<file path="src/rtl/bgr_sar_monitor.sv">
// Successive-approximation controller for the bandgap monitor: drives an external R-2R DAC,
// reads a synchronised comparator bit, and averages 2**AVG_LOG2 conversions per result.
module bgr_sar_monitor #(
    parameter int WIDTH         = 8,
    parameter int SETTLE_CYCLES = 4,
    parameter int AVG_LOG2      = 2
) (
    input  logic             clk,
    input  logic             rst,
    input  logic             ena,
    input  logic             start,
    input  logic             cont,
    input  logic             cmp_in,
    output logic [WIDTH-1:0] dac_code,
    output logic [WIDTH-1:0] result,
    output logic             valid,
    output logic             busy
);
    localparam int IDX_W     = $clog2(WIDTH);
    localparam int CNT_W     = $clog2(SETTLE_CYCLES + 1);
    localparam int CONV_W    = (AVG_LOG2 > 0) ? AVG_LOG2 : 1;
    localparam int ACC_W     = WIDTH + AVG_LOG2;
    localparam int LAST_CONV = (1 << AVG_LOG2) - 1;

    localparam logic [WIDTH-1:0] MIDSCALE    = {1'b1, {(WIDTH-1){1'b0}}};
    localparam logic [IDX_W-1:0] MSB_IDX     = IDX_W'(WIDTH - 1);
    localparam logic [CNT_W-1:0] SETTLE_LOAD = CNT_W'(SETTLE_CYCLES);

    typedef enum logic [1:0] {IDLE, SETTLE, SAMPLE, DONE} state_t;

    state_t             state_q, state_d;
    logic [IDX_W-1:0]   bit_idx_q, bit_idx_d;
    logic [CNT_W-1:0]   settle_q, settle_d;
    logic [CONV_W-1:0]  conv_q, conv_d;
    logic [ACC_W-1:0]   acc_q, acc_d;
    logic [WIDTH-1:0]   dac_q, dac_d;
    logic [WIDTH-1:0]   result_q, result_d;
    logic               valid_q, valid_d;
    logic               busy_q, busy_d;
    logic               sync1_q, sync1_d;
    logic               sync2_q, sync2_d;
    logic [WIDTH-1:0]   code;

    always_comb begin
        state_d   = state_q;
        bit_idx_d = bit_idx_q;
        settle_d  = settle_q;
        conv_d    = conv_q;
        acc_d     = acc_q;
        dac_d     = dac_q;
        result_d  = result_q;
        valid_d   = 1'b0;
        sync1_d   = cmp_in;
        sync2_d   = sync1_q;
        code      = dac_q;

        case (state_q)
            IDLE: begin
                dac_d = '0;
                if (ena && (start || cont)) begin
                    state_d   = SETTLE;
                    bit_idx_d = MSB_IDX;
                    dac_d     = MIDSCALE;
                    settle_d  = SETTLE_LOAD;
                    conv_d    = '0;
                end
            end
            SETTLE: begin
                settle_d = settle_q - 1'b1;
                if (settle_q == CNT_W'(1)) state_d = SAMPLE;
            end
            SAMPLE: begin
                // Only the second synchroniser flop ever decides a bit.
                code[bit_idx_q] = sync2_q;
                if (bit_idx_q != '0) begin
                    code[bit_idx_q - 1'b1] = 1'b1;
                    bit_idx_d = bit_idx_q - 1'b1;
                    settle_d  = SETTLE_LOAD;
                    dac_d     = code;
                    state_d   = SETTLE;
                end else begin
                    acc_d = acc_q + ACC_W'(code);
                    if (int'(conv_q) < LAST_CONV) begin
                        conv_d    = conv_q + 1'b1;
                        dac_d     = MIDSCALE;
                        bit_idx_d = MSB_IDX;
                        settle_d  = SETTLE_LOAD;
                        state_d   = SETTLE;
                    end else begin
                        dac_d   = code;
                        state_d = DONE;
                    end
                end
            end
            DONE: begin
                result_d = WIDTH'(acc_q >> AVG_LOG2);
                valid_d  = 1'b1;
                acc_d    = '0;
                conv_d   = '0;
                if (ena && cont) begin
                    dac_d     = MIDSCALE;
                    bit_idx_d = MSB_IDX;
                    settle_d  = SETTLE_LOAD;
                    state_d   = SETTLE;
                end else begin
                    dac_d   = '0;
                    state_d = IDLE;
                end
            end
            default: state_d = IDLE;
        endcase

        // Dropping ena abandons the measurement without publishing anything.
        if (!ena && state_q != IDLE) begin
            state_d  = IDLE;
            dac_d    = '0;
            acc_d    = '0;
            conv_d   = '0;
            valid_d  = 1'b0;
            result_d = result_q;
        end

        busy_d = (state_d != IDLE);
    end

    always_ff @(posedge clk or posedge rst) begin
        if (rst) begin
            state_q   <= IDLE;
            bit_idx_q <= '0;
            settle_q  <= '0;
            conv_q    <= '0;
            acc_q     <= '0;
            dac_q     <= '0;
            result_q  <= '0;
            valid_q   <= 1'b0;
            busy_q    <= 1'b0;
            sync1_q   <= 1'b0;
            sync2_q   <= 1'b0;
        end else begin
            state_q   <= state_d;
            bit_idx_q <= bit_idx_d;
            settle_q  <= settle_d;
            conv_q    <= conv_d;
            acc_q     <= acc_d;
            dac_q     <= dac_d;
            result_q  <= result_d;
            valid_q   <= valid_d;
            busy_q    <= busy_d;
            sync1_q   <= sync1_d;
            sync2_q   <= sync2_d;
        end
    end

    assign dac_code = dac_q;
    assign result   = result_q;
    assign valid    = valid_q;
    assign busy     = busy_q;
endmodule

</file>
<file path="config.mk">
export PLATFORM = sky130hd
export DESIGN_NAME = bgr_sar_monitor
export DESIGN_NICKNAME = d
export VERILOG_FILES = /design/src/rtl/bgr_sar_monitor.sv
export SDC_FILE = /design/constraint.sdc
export NUM_CORES = 1
export LEC_CHECK = 0
export CAP_MARGIN = 30
export CORE_MARGIN = 5
export CORE_UTILIZATION = 55
export DETAILED_ROUTE_END_ITERATION = 16
export GPL_TIMING_DRIVEN = 0
export PLACE_DENSITY_LB_ADDON = 0.3
export REMOVE_ABC_BUFFERS = 1
export SLEW_MARGIN = 20
export SYNTH_ARGS = -nofsm -noshare
export SYNTH_HDL_FRONTEND = slang
export SYNTH_SLANG_ARGS = --single-unit
</file>
<file path="constraint.sdc">
create_clock -name clk -period 8.15 [get_ports clk]
set_input_delay 1.2225 -clock clk [delete_from_list [all_inputs] [get_ports clk]]
set_output_delay 1.2225 -clock clk [all_outputs]
set_load 0.03 [all_outputs]
</file>
==> summary.txt, run 1 <==
Setup path
  • Startpoint types: flop
  • CP Class: reg2reg
  • Highest net fanout along the worst path: 16
  • Crit path max-delay family: compound AO/OA/AOI/OAI gates
  • Crit. End Element: flop
  • Crit-path slowest cell: dfrtp_1
  • Slowest stage delay, CP: 0.56 ns
  • Required time worst endpoint: 8.31 ns
  • CP cell instances: nor3_1 -> mux2_2 -> ha_1 -> fa_1 -> a21oi_1 -> nor2b_1 -> a311oi_1 -> mux2i_1 -> o21ai_1
  • CP bufs+invs: 0
  • Worst Path Arrival: 3.16 ns

Placement
  • Gpl congestion: 0.921
  • DP HPWL: 3480 um
  • Port buffer count: 23
  • DP Area: 0.00257 mm^2

CTS
  • Post-CTS Resized: 0
  • Clock Latency Late Sink: 0.29 ns
  • Root buffer cell: clkbuf_8
  • CTS buffer count: 5
  • CTS HTree Levels: 2
  • Clock-pin transition on the worst setup and hold timing paths: 0.08 ns
  • Bufs on Longest Clock Path: 2
  • CTS sink cnt: 40
  • Setup bufs post-CTS: 0
  • CTS tree: done
  • Hold_buf cts: 0

Layout
  • Multi-input gate area: 0.00120 mm^2
  • Syn-to-layout area delta: 16.0%
  • Final Cell Area: 0.00267 mm^2
  • N_diodes: 0
  • FILL cells: 331
  • Register Area: 0.00100 mm^2
  • Layout cells sized above 1: 0.120
  • Layout net count: 278
  • Post-Route Utilization: 0.662

Detailed routing
  • WL/cell: 15.2 um
  • Drt first pass iters: 4
  • Post-route DRC violation count: 0
  • First DRT Iteration DRCs: 130
  • Via Count: 1757
  • Vias/cell: 5.69
  • Routed WL: 4690 um
  • Antenna-violating nets left: 0

GRT
  • Vias in the first global route: 1680
  • Total GRT Usage: 0.186
  • First-pass GRT wire length: 7910 um
  • Largest net degree at the start of global routing: 22
  • Antenna violations before repair: 0
  • GR Overflow Total: 0

STA
  • Final Hold Violating Endpoints: 0
  • TNS Setup: 0 ns
  • Fin crit period: 2.99 ns
  • Fin crit share: 0.367
  • Tightest Pin Transition: 0.761 ns
  • RSZ-0062 raised after global routing: false
  • Pins Over Slew Limit: 0
  • Setup Skew: 0.00554 ns
  • Slew HR: 0.492
  • Final setup violation count: 0
  • Maximum clock rate: 334 MHz

Synthesis
  • Yosys cell types: 49
  • Synth Instances: 236
  • Sequential-to-total area share from yosys stat: 0.435
  • Post-synth top flop: dfrtp_1
  • #FFs+latches synth: 40
  • Ys async rst share: 1.00
  • Synth Cell Area: 0.00230 mm^2
  • Syn avg cell area: 9.74 um^2
  • Number of synthesis warnings: 0
  • EDFF count, synth: 0

Pwr
  • Worst VDD drop: 0.114 mV
  • Power density over cell area: 170 mW/mm^2
  • Leakage: 0.00123 uW

Floorplanning
  • I/O Pins: 24
  • Die area: 0.00557 mm^2
  • Die H: 74.6 um
  • Initial core utilization: 0.570
  • Core footprint: 0.00403 mm^2
  • Cell Rows: 23
  • Chip width: 74.6 um

Job
  • Max-Cap Viols: 0

Run status
  • Outcome: finished, final reports clean

Worst hold path
  • Min-Delay Path Class: reg2reg
[final timing paths]
path / startpoint / end / cells after the start / slack (ns)
min in group asynchronous: rst / valid / 2 / 1.27
worst max-delay path: bit_idx_q[2] / acc_q[8] / 9 / 5.16
worst min register to register: sync1_q / sync2_q / 0 / 0.35
worst min-delay path: sync1_q / sync2_q / 0 / 0.35
max in group asynchronous: rst / dac_code[3] / 3 / 6.43
worst max register to register: bit_idx_q[2] / acc_q[8] / 9 / 5.16
[synthesized netlist by cell type (all sizes together), types with 2 or more instances]
master	n	area share
o21ai	19	0.041
a22oi	2	0.0087
nor3	13	0.028
nand2b	3	0.0082
and3	2	0.0060
ha	13	0.071
o21bai	2	0.0065
a21oi	11	0.024
a211oi	2	0.0065
buf	6	0.017
nor2b	5	0.015
nand3	10	0.022
a21o	2	0.0065
a32oi	5	0.019
a31oi	4	0.011
mux2	14	0.070
a22o	4	0.015
or3	2	0.0054
inv	13	0.024
nor2	12	0.020
clkbuf	3	0.0049
xor2	5	0.019
xnor2	3	0.011
dfrtp	40	0.44
nand2	26	0.042
[worst register-to-register path: cells and delay by family (launching register included)]
| family | cells | cell delay (ns) |
|---|---|---|
| muxes | 2 | 0.62 |
| DFF | 1 | 0.56 |
| and+or+nand+nor | 2 | 0.36 |
| AOI/OAI and AO/OA | 3 | 0.71 |
| adders and majority gates | 2 | 0.61 |
[metal layers]
layer | routed length (um) | vias to the layer above | track usage
li1 | - | 906 | -
met1 | 2320 | 808 | 0.267
met2 | 2100 | 35 | 0.282
met3 | 176 | 8 | 0.0360
met4 | 85 | 0 | 0.0672
met5 | 0 | - | 0
[cell families after synthesis]
group / count (synthesis) / synth area share
buffers and inverters: 22 / 0.0463
AO/OA/AOI/OAI: 60 / 0.174
XOR/XNOR: 8 / 0.0305
multiplexers: 15 / 0.0746
adder cells (fa/ha/maj): 14 / 0.0795
flip-flops: 40 / 0.435
AND/OR/NAND/NOR: 77 / 0.160
[per-stage QoR]
stage | instances | hold WS [ns] | power, uW | setup slack [ns]
after floorplan | 227 | 0.331 | 294 | 5.46
after global placement | 300 | 0.332 | 316 | 4.54
after detailed placement | 301 | 0.341 | 322 | 4.91
after CTS | 309 | 0.359 | 459 | 5.17
after global routing | 309 | 0.372 | 480 | 4.94
final | 309 | 0.353 | 454 | 5.16
[cell type report]
type	count	area share
Sequential cell	40	0.375
Tap cell	50	0.0235
Clock buffer	6	0.0310
Clock inverter	2	0.00375
Multi-Input combinational cell	174	0.449
Inverter	13	0.0211
Timing Repair Buffer	24	0.0967
[power breakdown]
group | internal [uW] | switching [uW] | leakage (uW) | total (uW)
clock network | 67.6 | 69.3 | 0.0000510 | 137
registers | 210 | 18.7 | 0.000527 | 229
logic | 37.4 | 51.0 | 0.000650 | 88.5
total | 315 | 139 | 0.00123 | 454
[cell usage in the layout (no fill, tap or decap), types with 3 or more instances in the layout]
cell / netlist / final
xor2_1: 5 / 5
a22o_1: 4 / 4
nand2b_1: 3 / 3
clkdlybuf4s50_1: 0 / 23
nor2_1: 12 / 12
nand2_1: 26 / 26
nor2b_1: 4 / 4
nand3_1: 10 / 10
a31oi_1: 4 / 4
dfrtp_1: 40 / 40
o21ai_0: 17 / 17
inv_1: 11 / 10
a21oi_1: 11 / 11
clkbuf_8: 0 / 6
a32oi_1: 5 / 5
xnor2_1: 3 / 3
mux2_2: 13 / 13
ha_1: 13 / 13
nor3_1: 13 / 13
[sequential cells by signal, summed over array words and instances (netlist names)]
name and count:
settle_q 3, state_q 2, conv_q 2, sync2_q 1, valid 1, acc_q 10
result 8, busy 1, bit_idx_q 3, sync1_q 1, dac_code 8
No activity file was read; power rests on OpenSTA's default activity.
==> run 2, diff against run 1 <==
==> constraint.sdc (replaced) <==
create_clock -name clk -period 3.1 [get_ports clk]
set_input_delay 0.465 -clock clk [delete_from_list [all_inputs] [get_ports clk]]
set_output_delay 0.465 -clock clk [all_outputs]
set_load 0.03 [all_outputs]
==> run 2 against run 1 <==
Highest routed layer unchanged. Sequential cell count stayed put. Setup slack got worse by 4.9 ns. Largest power group unchanged. Maximum frequency up 3.6%. Die area unchanged.
==> summary.txt, run 2 (synthesized netlist as in run 1, its figures left out) <==
Run status
  • Outcome: finished, final reports clean

Layout
  • Multi-input gate area: 0.00120 mm^2
  • N_diodes: 0
  • FILL cells: 330
  • Commonest non-fill, non-tap cell in the layout: dfrtp_1
  • Most frequent cells in the layout: 40 x dfrtp_1, 26 x nand2_1, 23 x clkdlybuf4s50_1
  • Final Cell Area: 0.00267 mm^2
  • Syn-to-layout area delta: 16.3%
  • Max reg flops: 10
  • Largest Register: acc_q
  • Layout net count: 278
  • Layout cells sized above 1: 0.124
  • Register Area: 0.00100 mm^2

GRT
  • GR Util met3: 0.0360
  • First-pass GRT wire length: 7910 um
  • GR Overflow Total: 0
  • Total GRT Usage: 0.186
  • Vias in the first global route: 1680
  • Largest net degree at the start of global routing: 22
  • Met1 usage: 0.267
  • Met2 GRT Util: 0.282
  • GRT Max-Usage Layer: met2
  • Antenna violations before repair: 0

Pwr
  • Seq pwr share: 0.504
  • Clk pwr share: 0.301
  • Internal: 829 uW
  • Sw Pwr: 365 uW
  • Power density over cell area: 447 mW/mm^2
  • Switch share: 0.306
  • Leakage: 0.00123 uW
  • Logic pwr share: 0.195
  • Worst VDD drop: 0.299 mV

CTS
  • CTS HTree Levels: 2
  • Setup bufs post-CTS: 0
  • Root buffer cell: clkbuf_8
  • CTS buffer count: 5
  • Clock-pin transition on the worst setup and hold timing paths: 0.08 ns
  • Bufs on Longest Clock Path: 2
  • Clock Latency Late Sink: 0.29 ns
  • Post-CTS Resized: 0
  • CTS tree: done
  • CTS sink cnt: 40
  • Hold_buf cts: 0

STA
  • Final setup violation count: 0
  • Pins Over Slew Limit: 0
  • RSZ-0062 raised after global routing: false
  • Setup Skew: 0.00563 ns
  • Fin crit share: 0.931
  • Maximum clock rate: 346 MHz
  • TNS Setup: 0 ns
  • Slew HR: 0.492
  • Tightest Pin Transition: 0.761 ns
  • Final Hold Violating Endpoints: 0
  • Fin crit period: 2.89 ns

Placement
  • DP HPWL: 3480 um
  • DP Area: 0.00257 mm^2
  • Port buffer count: 23
  • Gpl congestion: 0.921

Setup path
  • Crit. End Element: flop
  • Required time worst endpoint: 3.26 ns
  • Worst r2r path cells: 9
  • Worst R2R Start: bit_idx_q[2]
  • Worst Path Arrival: 3.05 ns
  • Setup slack, reg-to-reg: 0.21 ns
  • CP Class: reg2reg
  • Reg2reg end: acc_q[8]
  • Startpoint types: flop
  • Highest net fanout along the worst path: 16

Detailed routing
  • Antenna-violating nets left: 0
  • Drt first pass iters: 4
  • WL/cell: 15.2 um
  • Post-route DRC violation count: 0
  • Vias/cell: 5.70
  • Routed WL: 4690 um
  • First DRT Iteration DRCs: 115
  • Via Count: 1760

Floorplanning
  • Cell Rows: 23
  • Die H: 74.6 um
  • Chip width: 74.6 um
  • Initial core utilization: 0.570
  • I/O Pins: 24
  • Die area: 0.00557 mm^2
  • Core footprint: 0.00403 mm^2

Worst hold path
  • Worst Hold Endpoint: sync2_q
  • Hold Path Depth: 0
  • Min-Delay Path Class: reg2reg
  • Hold_sp: sync1_q

Job
  • Max-Cap Viols: 0
-- run 2: cell counts in the layout (fill, tap and decap cells not counted) --
No cell type changed its count.
-- run 2: how the worst max path moves through the flow --
stage / startpoint / to / slack, ns / cells after the start
global placement: bit_idx_q[2] / acc_q[8] / 0.15 / 9
detailed placement: bit_idx_q[2] / acc_q[8] / 0.15 / 9
global route: bit_idx_q[2] / acc_q[8] / 0.006 / 9
CTS: bit_idx_q[2] / acc_q[8] / 0.12 / 9
finish: bit_idx_q[2] / acc_q[8] / 0.21 / 9
floorplan: bit_idx_q[2] / acc_q[8] / 0.41 / 9
-- run 2: cell type report --
cell class	instances	area share
Multi-Input combinational cell	174	0.450
Sequential cell	40	0.375
Timing Repair Buffer	24	0.0964
Clock buffer	6	0.0309
Tap cell	50	0.0234
Inverter	13	0.0211
Clock inverter	2	0.00375
-- run 2: routing by layer --
metal / part of all wire / vias up
met5: 0 / -
met4: 0.018 / 0
met3: 0.038 / 8
met2: 0.45 / 35
met1: 0.50 / 812
li1: - / 905
-- run 2: power by group through the flow --
stage	combinational (uW)	sequential (uW)	clock [uW]
after global routing	260	608	394
after CTS	235	602	370
after floorplan	166	608	0
after detailed placement	233	612	0
after global placement	221	610	0
final	233	602	360
-- run 2: through the flow --
| step | setup WS (ns) | cells | total power, uW | util | hold WS (ns) |
|---|---|---|---|---|---|
| 2_1_floorplan | 0.410 | 227 | 774 | - | 0.331 |
| 3_3_place_gp | 0.148 | 300 | 832 | 0.631 | 0.332 |
| 3_5_place_dp | 0.149 | 301 | 846 | 0.639 | 0.341 |
| 4_1_cts | 0.119 | 309 | 1210 | 0.662 | 0.359 |
| 5_1_grt | 0.00597 | 309 | 1260 | 0.663 | 0.372 |
| 6_report | 0.214 | 309 | 1190 | 0.663 | 0.353 |
-- run 2: worst max-delay path: stages (launching register included) --
cell and delay [ns]:
dfrtp_1 0.56, nor3_1 0.29, mux2_2 0.37, ha_1 0.21
fa_1 0.40, a21oi_1 0.17, nor2b_1 0.08, a311oi_2 0.37
mux2i_1 0.23, o21ai_1 0.07
==> run 3, diff against run 2 <==
--- a/config.mk
+++ b/config.mk
@@ -6,7 +6,6 @@
 export NUM_CORES = 1
 export LEC_CHECK = 0
 export CAP_MARGIN = 30
-export CORE_MARGIN = 5
 export CORE_UTILIZATION = 55
 export DETAILED_ROUTE_END_ITERATION = 16
 export GPL_TIMING_DRIVEN = 0
==> constraint.sdc (replaced) <==
create_clock -name clk -period 2.9 [get_ports clk]
set_input_delay 0.435 -clock clk [delete_from_list [all_inputs] [get_ports clk]]
set_output_delay 0.435 -clock clk [all_outputs]
set_load 0.03 [all_outputs]
==> run 3 against run 2 <==
Clock skew rose by 0.0037 ns. Critical endpoint unchanged. Utilization rose by 1.0 points. Clock power rose by 5.8%. Highest routed layer unchanged. Non-clock buffer count rose by 2. Cell count rose by 0.65%. Critical path type unchanged. Largest cell class unchanged. Power rose by 7.1%.
==> summary.txt, run 3 (synthesized netlist as in run 1, its figures left out) <==
Run status
  • Outcome: finished, final reports clean

Pwr
  • Worst VDD drop: 0.253 mV
  • Leakage: 0.00124 uW
  • Power density over cell area: 475 mW/mm^2

GRT
  • Largest net degree at the start of global routing: 26
  • Total GRT Usage: 0.242
  • First-pass GRT wire length: 8050 um
  • GR Overflow Total: 0
  • Antenna violations before repair: 0
  • Vias in the first global route: 1749

CTS
  • CTS HTree Levels: 2
  • CTS sink cnt: 40
  • Bufs on Longest Clock Path: 2
  • Root buffer cell: clkbuf_8
  • Clock Latency Late Sink: 0.30 ns
  • CTS tree: done
  • CTS buffer count: 5
  • Clock-pin transition on the worst setup and hold timing paths: 0.08 ns

Setup path
  • Crit-path slowest cell: dfrtp_2
  • Worst Path Arrival: 2.91 ns
  • Startpoint types: flop
  • Highest net fanout along the worst path: 10
  • Setup slack, reg-to-reg: 0.17 ns
  • Crit path max-delay family: adder cells
  • Critical path origin: bit_idx_q[0]
  • Crit path depth: 9
  • Crit. End Element: flop
  • CP Capture Point: acc_q[8]
  • CP bufs+invs: 0
  • Required time worst endpoint: 3.07 ns
  • Worst r2r path cells: 9
  • Slowest stage delay, CP: 0.51 ns
  • Worst R2R Start: bit_idx_q[0]
  • Reg2reg end: acc_q[8]
  • CP Class: reg2reg
  • CP cell instances: nor3_2 -> mux2_2 -> ha_1 -> fa_1 -> a21oi_1 -> nor2b_1 -> a311oi_2 -> mux2i_1 -> o21ai_1

Layout
  • N_diodes: 0
  • Syn-to-layout area delta: 17.3%
  • Layout net count: 280
  • Most frequent cells in the layout: 38 x dfrtp_1, 26 x nand2_1, 23 x clkdlybuf4s50_1
  • FILL cells: 326
  • Largest Register: acc_q
  • Post-Route Utilization: 0.674
  • Max reg flops: 10
  • Commonest non-fill, non-tap cell in the layout: dfrtp_1
  • Layout cells sized above 1: 0.142
  • Final Non-Filler Cells: 311

Detailed routing
  • Routed WL: 4910 um
  • Post-route DRC violation count: 0
  • First DRT Iteration DRCs: 110
  • Via Count: 1853
  • Antenna-violating nets left: 0
  • Vias/cell: 5.96
  • Drt first pass iters: 4
  • WL/cell: 15.8 um

Placement
  • Port buffer count: 23
  • DP HPWL: 3510 um
  • Gpl congestion: 0.946
  • Placed instance count: 301

Job
  • Max-Cap Viols: 0

STA
  • Final setup violation count: 0
  • Setup Skew: 0.00935 ns
  • Final Hold Violating Endpoints: 0
  • Tightest Pin Transition: 0.762 ns
  • Maximum clock rate: 366 MHz
  • Slew HR: 0.491
  • Fin crit period: 2.73 ns
  • Fin crit share: 0.942
  • TNS Setup: 0 ns
  • Hold WS: 0.362 ns
  • RSZ-0062 raised after global routing: false
  • Pins Over Slew Limit: 0

Floorplanning
  • Chip width: 66.6 um
  • Initial core utilization: 0.575
  • Cell Rows: 23
  • Die area: 0.00444 mm^2
  • Core footprint: 0.00400 mm^2
  • Die H: 66.6 um
  • I/O Pins: 24

Worst hold path
  • Min-Delay Path Class: reg2reg
-- run 3: cell types whose count changed in the layout (fill, tap and decap cells not counted), sizes merged --
cell	previous run	this run
buf	1	3
-- run 3: how the worst min path moves through the flow --
stage	startpoint	slack, ns	end	depth (start not counted)
2_1_floorplan	sync1_q	0.33	sync2_q	0
5_1_grt	sync1_q	0.37	sync2_q	0
4_1_cts	sync1_q	0.36	sync2_q	0
3_3_place_gp	sync1_q	0.33	sync2_q	0
6_report	sync1_q	0.36	sync2_q	0
3_5_place_dp	sync1_q	0.34	sync2_q	0
-- run 3: what timing repair did --
action / 4_1_cts / 5_1_grt
setup buffers: 0 / 2
gates cloned: 0 / 0
resized for setup: 2 / 2
hold buffers: 0 / 0
pin swaps: 0 / 1
setup endpoints to repair: 2 / 3
-- run 3: final cells by class --
type,instances,area [um^2],share of cell area
multi-input combinational,174,1210,0.448
clock inverter,2,10.0,0.00371
inverter,13,56.3,0.0209
clock buffer,6,82.6,0.0306
timing repair buffer,26,273,0.101
tap,50,62.6,0.0232
sequential,40,1000,0.372
-- run 3: per-stage QoR --
step | setup WS [ns] | total power (uW) | instance area (um^2)
finish | 0.167 | 1280 | 2700
global route | 0.0269 | 1340 | 2700
CTS | 0.0211 | 1280 | 2670
detailed placement | -0.107 | 904 | 2570
global placement | -0.0459 | 888 | 2540
floorplan | 0.210 | 827 | 2250
-- run 3: power breakdown --
group / switching [uW] / internal (uW) / leakage, uW / total (uW)
sequential: 54.6 / 593 / 0.000526 / 647
combinational: 146 / 105 / 0.000659 / 251
clock: 191 / 190 / 0.0000510 / 381
-- run 3: worst register-to-register path: cells and delay by family (launching register included) --
family / cells / cell delay [ns]
adder cells (fa/ha/maj): 2 / 0.62
multiplexers: 2 / 0.61
flip-flops: 1 / 0.51
AND/OR/NAND/NOR: 2 / 0.26
AO/OA/AOI/OAI: 3 / 0.61
-- run 3: routing by layer --
layer / global-route usage / wire length (um)
met4: 0.0957 / 78
met3: 0.0462 / 183
met2: 0.391 / 2360
met1: 0.318 / 2290
met5: 0 / 0
==> patch, RTL diff (settings of run 3) <==
Register the inputs `ena`, `start`, `cont` and `cmp_in` before use, with the module's reset. The logic sees them one clock later.
--- a/src/rtl/bgr_sar_monitor.sv
+++ b/src/rtl/bgr_sar_monitor.sv
@@ -30,2 +30,21 @@
 
+    logic ena_q;
+    logic start_q;
+    logic cont_q;
+    logic cmp_q;
+
+    always_ff @(posedge clk or posedge rst) begin
+        if (rst) begin
+            ena_q   <= '0;
+            start_q <= '0;
+            cont_q  <= '0;
+            cmp_q   <= '0;
+        end else begin
+            ena_q   <= ena;
+            start_q <= start;
+            cont_q  <= cont;
+            cmp_q   <= cmp_in;
+        end
+    end
+
     state_t             state_q, state_d;
@@ -52,3 +71,3 @@
         valid_d   = 1'b0;
-        sync1_d   = cmp_in;
+        sync1_d   = cmp_q;
         sync2_d   = sync1_q;
@@ -59,3 +78,3 @@
                 dac_d = '0;
-                if (ena && (start || cont)) begin
+                if (ena_q && (start_q || cont_q)) begin
                     state_d   = SETTLE;
@@ -99,3 +118,3 @@
                 conv_d   = '0;
-                if (ena && cont) begin
+                if (ena_q && cont_q) begin
                     dac_d     = MIDSCALE;
@@ -113,3 +132,3 @@
         // Dropping ena abandons the measurement without publishing anything.
-        if (!ena && state_q != IDLE) begin
+        if (!ena_q && state_q != IDLE) begin
             state_d  = IDLE;
Behaviour: not the same (Yosys sat finds a counterexample within 4 cycles, from zero or initial values and one cycle with rst high).
==> patch against run 3 <==
- worst setup slack worse by 0.029 ns
- total power grew 13%
- largest power group unchanged
- highest routed layer unchanged
- synthesized area increased by 3.1%
- sequential cell count is 4 higher
- critical endpoint is now acc_q[9]$_DFFE_PP0P_
- design area is 3.1% higher
- synthesized cell count decreased by 4.2%
- maximum frequency down 1.1%
- die area increased by 3.0%
- wire length down 1.1%
==> patch: results (changes against run 3) <==
GP Congestion=0.875 (-7.6%); vias in the first global route=1676 (-4.2%); critical path arrival=2.95 ns (+0.04 ns); register area share after synthesis=46.5% (+2.9 points); placed wire-length estimate=3250 um (-7.3%); crit path launch=bit_idx_q[0]$_DFFE_PP0P_; Clock Skew=0.00628 ns (-0.00306 ns); synth unique cells=46 (-6.1%); WL/cell=16.0 um (+1.1%); DR vias/cell=5.91 (-0.84%); Critical Path Slowest Stage Cell=dfrtp_1; Hold Path Sink=sync1_q$_DFF_PP0_; Reg-to-Reg End=acc_q[9]$_DFFE_PP0P_; Worst VDD drop=0.000320 V (+26%); Hold Startpoint=cmp_q$_DFF_PP0_; 1st-iter DRT viols=158 (+44%); largest cells by area after synthesis=dfrtp_1 (46%), ha_1 (6.9%), mux2_2 (6.7%), o21ai_0 (3.2%), a22o_1 (3.0%); All-Layer GR Usage=23.7% (-0.56 points); measured slew at the worst slew-check pin=0.847 ns (+0.0859 ns); CP max stage delay=0.57 ns (+0.06 ns); Leak=1.30 nW (+5.1%); xor and xnor area share after synthesis=2.96% (-0.092 points); Register-to-Register Setup Slack=0.14 ns (-0.03 ns); synthesized-area fraction occupied by adder cells=7.71% (-0.24 points); critical path's top delay family=compound AO/OA/AOI/OAI gates; Final nets=273 (-2.5%); share of cells above drive strength 1=14.2% (about the same); first-pass GRT wire length=7860 um (-2.3%); Synth top cells by count=dfrtp_1 (44), nand2_1 (16), o21ai_0 (15), mux2_2 (14), ha_1 (13); post-synthesis compound-gate area fraction=18.0% (+0.53 points); Final Hold Fails=0 (unchanged); pin count of the biggest net entering global routing=29 (+12%); Post-DP Area=0.00264 mm2 (+2.7%); outcome=finished clean
patch: layout make-up:
class / instances / area [um2]
Inverter: 10 / 40.0
Timing Repair Buffer: 27 / 285
Tap cell: 50 / 62.6
Fill cell: 302 / 1280
Multi-Input combinational cell: 165 / 1190
Clock inverter: 2 / 10.0
Clock buffer: 6 / 82.6
Sequential cell: 44 / 1100
patch: metal layers:
layer	track usage, %	part of all wire [%]
met1	32.8	48
met2	35.6	46
met3	5.07	5.0
met4	9.84	1.6
met5	0	0
patch: worst max path at each step:
stage | to | slack [ns] | depth (start not counted)
3_5_place_dp | acc_q[6]$_DFFE_PP0P_ | 0.01 | 9
5_1_grt | acc_q[6]$_DFFE_PP0P_ | 0.006 | 9
2_1_floorplan | acc_q[6]$_DFFE_PP0P_ | 0.25 | 9
4_1_cts | acc_q[6]$_DFFE_PP0P_ | 0.003 | 9
3_3_place_gp | acc_q[6]$_DFFE_PP0P_ | 0.06 | 9
6_report | acc_q[9]$_DFFE_PP0P_ | 0.14 | 9
patch: timing repair:
action / in CTS / in global routing
resized for setup: 0 / 2
setup endpoints to repair: 0 / 3
buffers inserted: 0 / 3
patch: through the flow:
| stage | instances | setup slack, ns | hold slack [ns] |
|---|---|---|---|
| after floorplan | 219 | 0.254 | 0.331 |
| after global placement | 292 | 0.0604 | 0.334 |
| after detailed placement | 293 | 0.0109 | 0.340 |
| after CTS | 301 | 0.00340 | 0.359 |
| after global routing | 304 | 0.00573 | 0.362 |
| final | 304 | 0.138 | 0.356 |
patch: report_power, final:
group / switching, mW / internal, mW
sequential: 0.0539 / 0.653
combinational: 0.190 / 0.143
clock: 0.210 / 0.190
total: 0.454 / 0.986
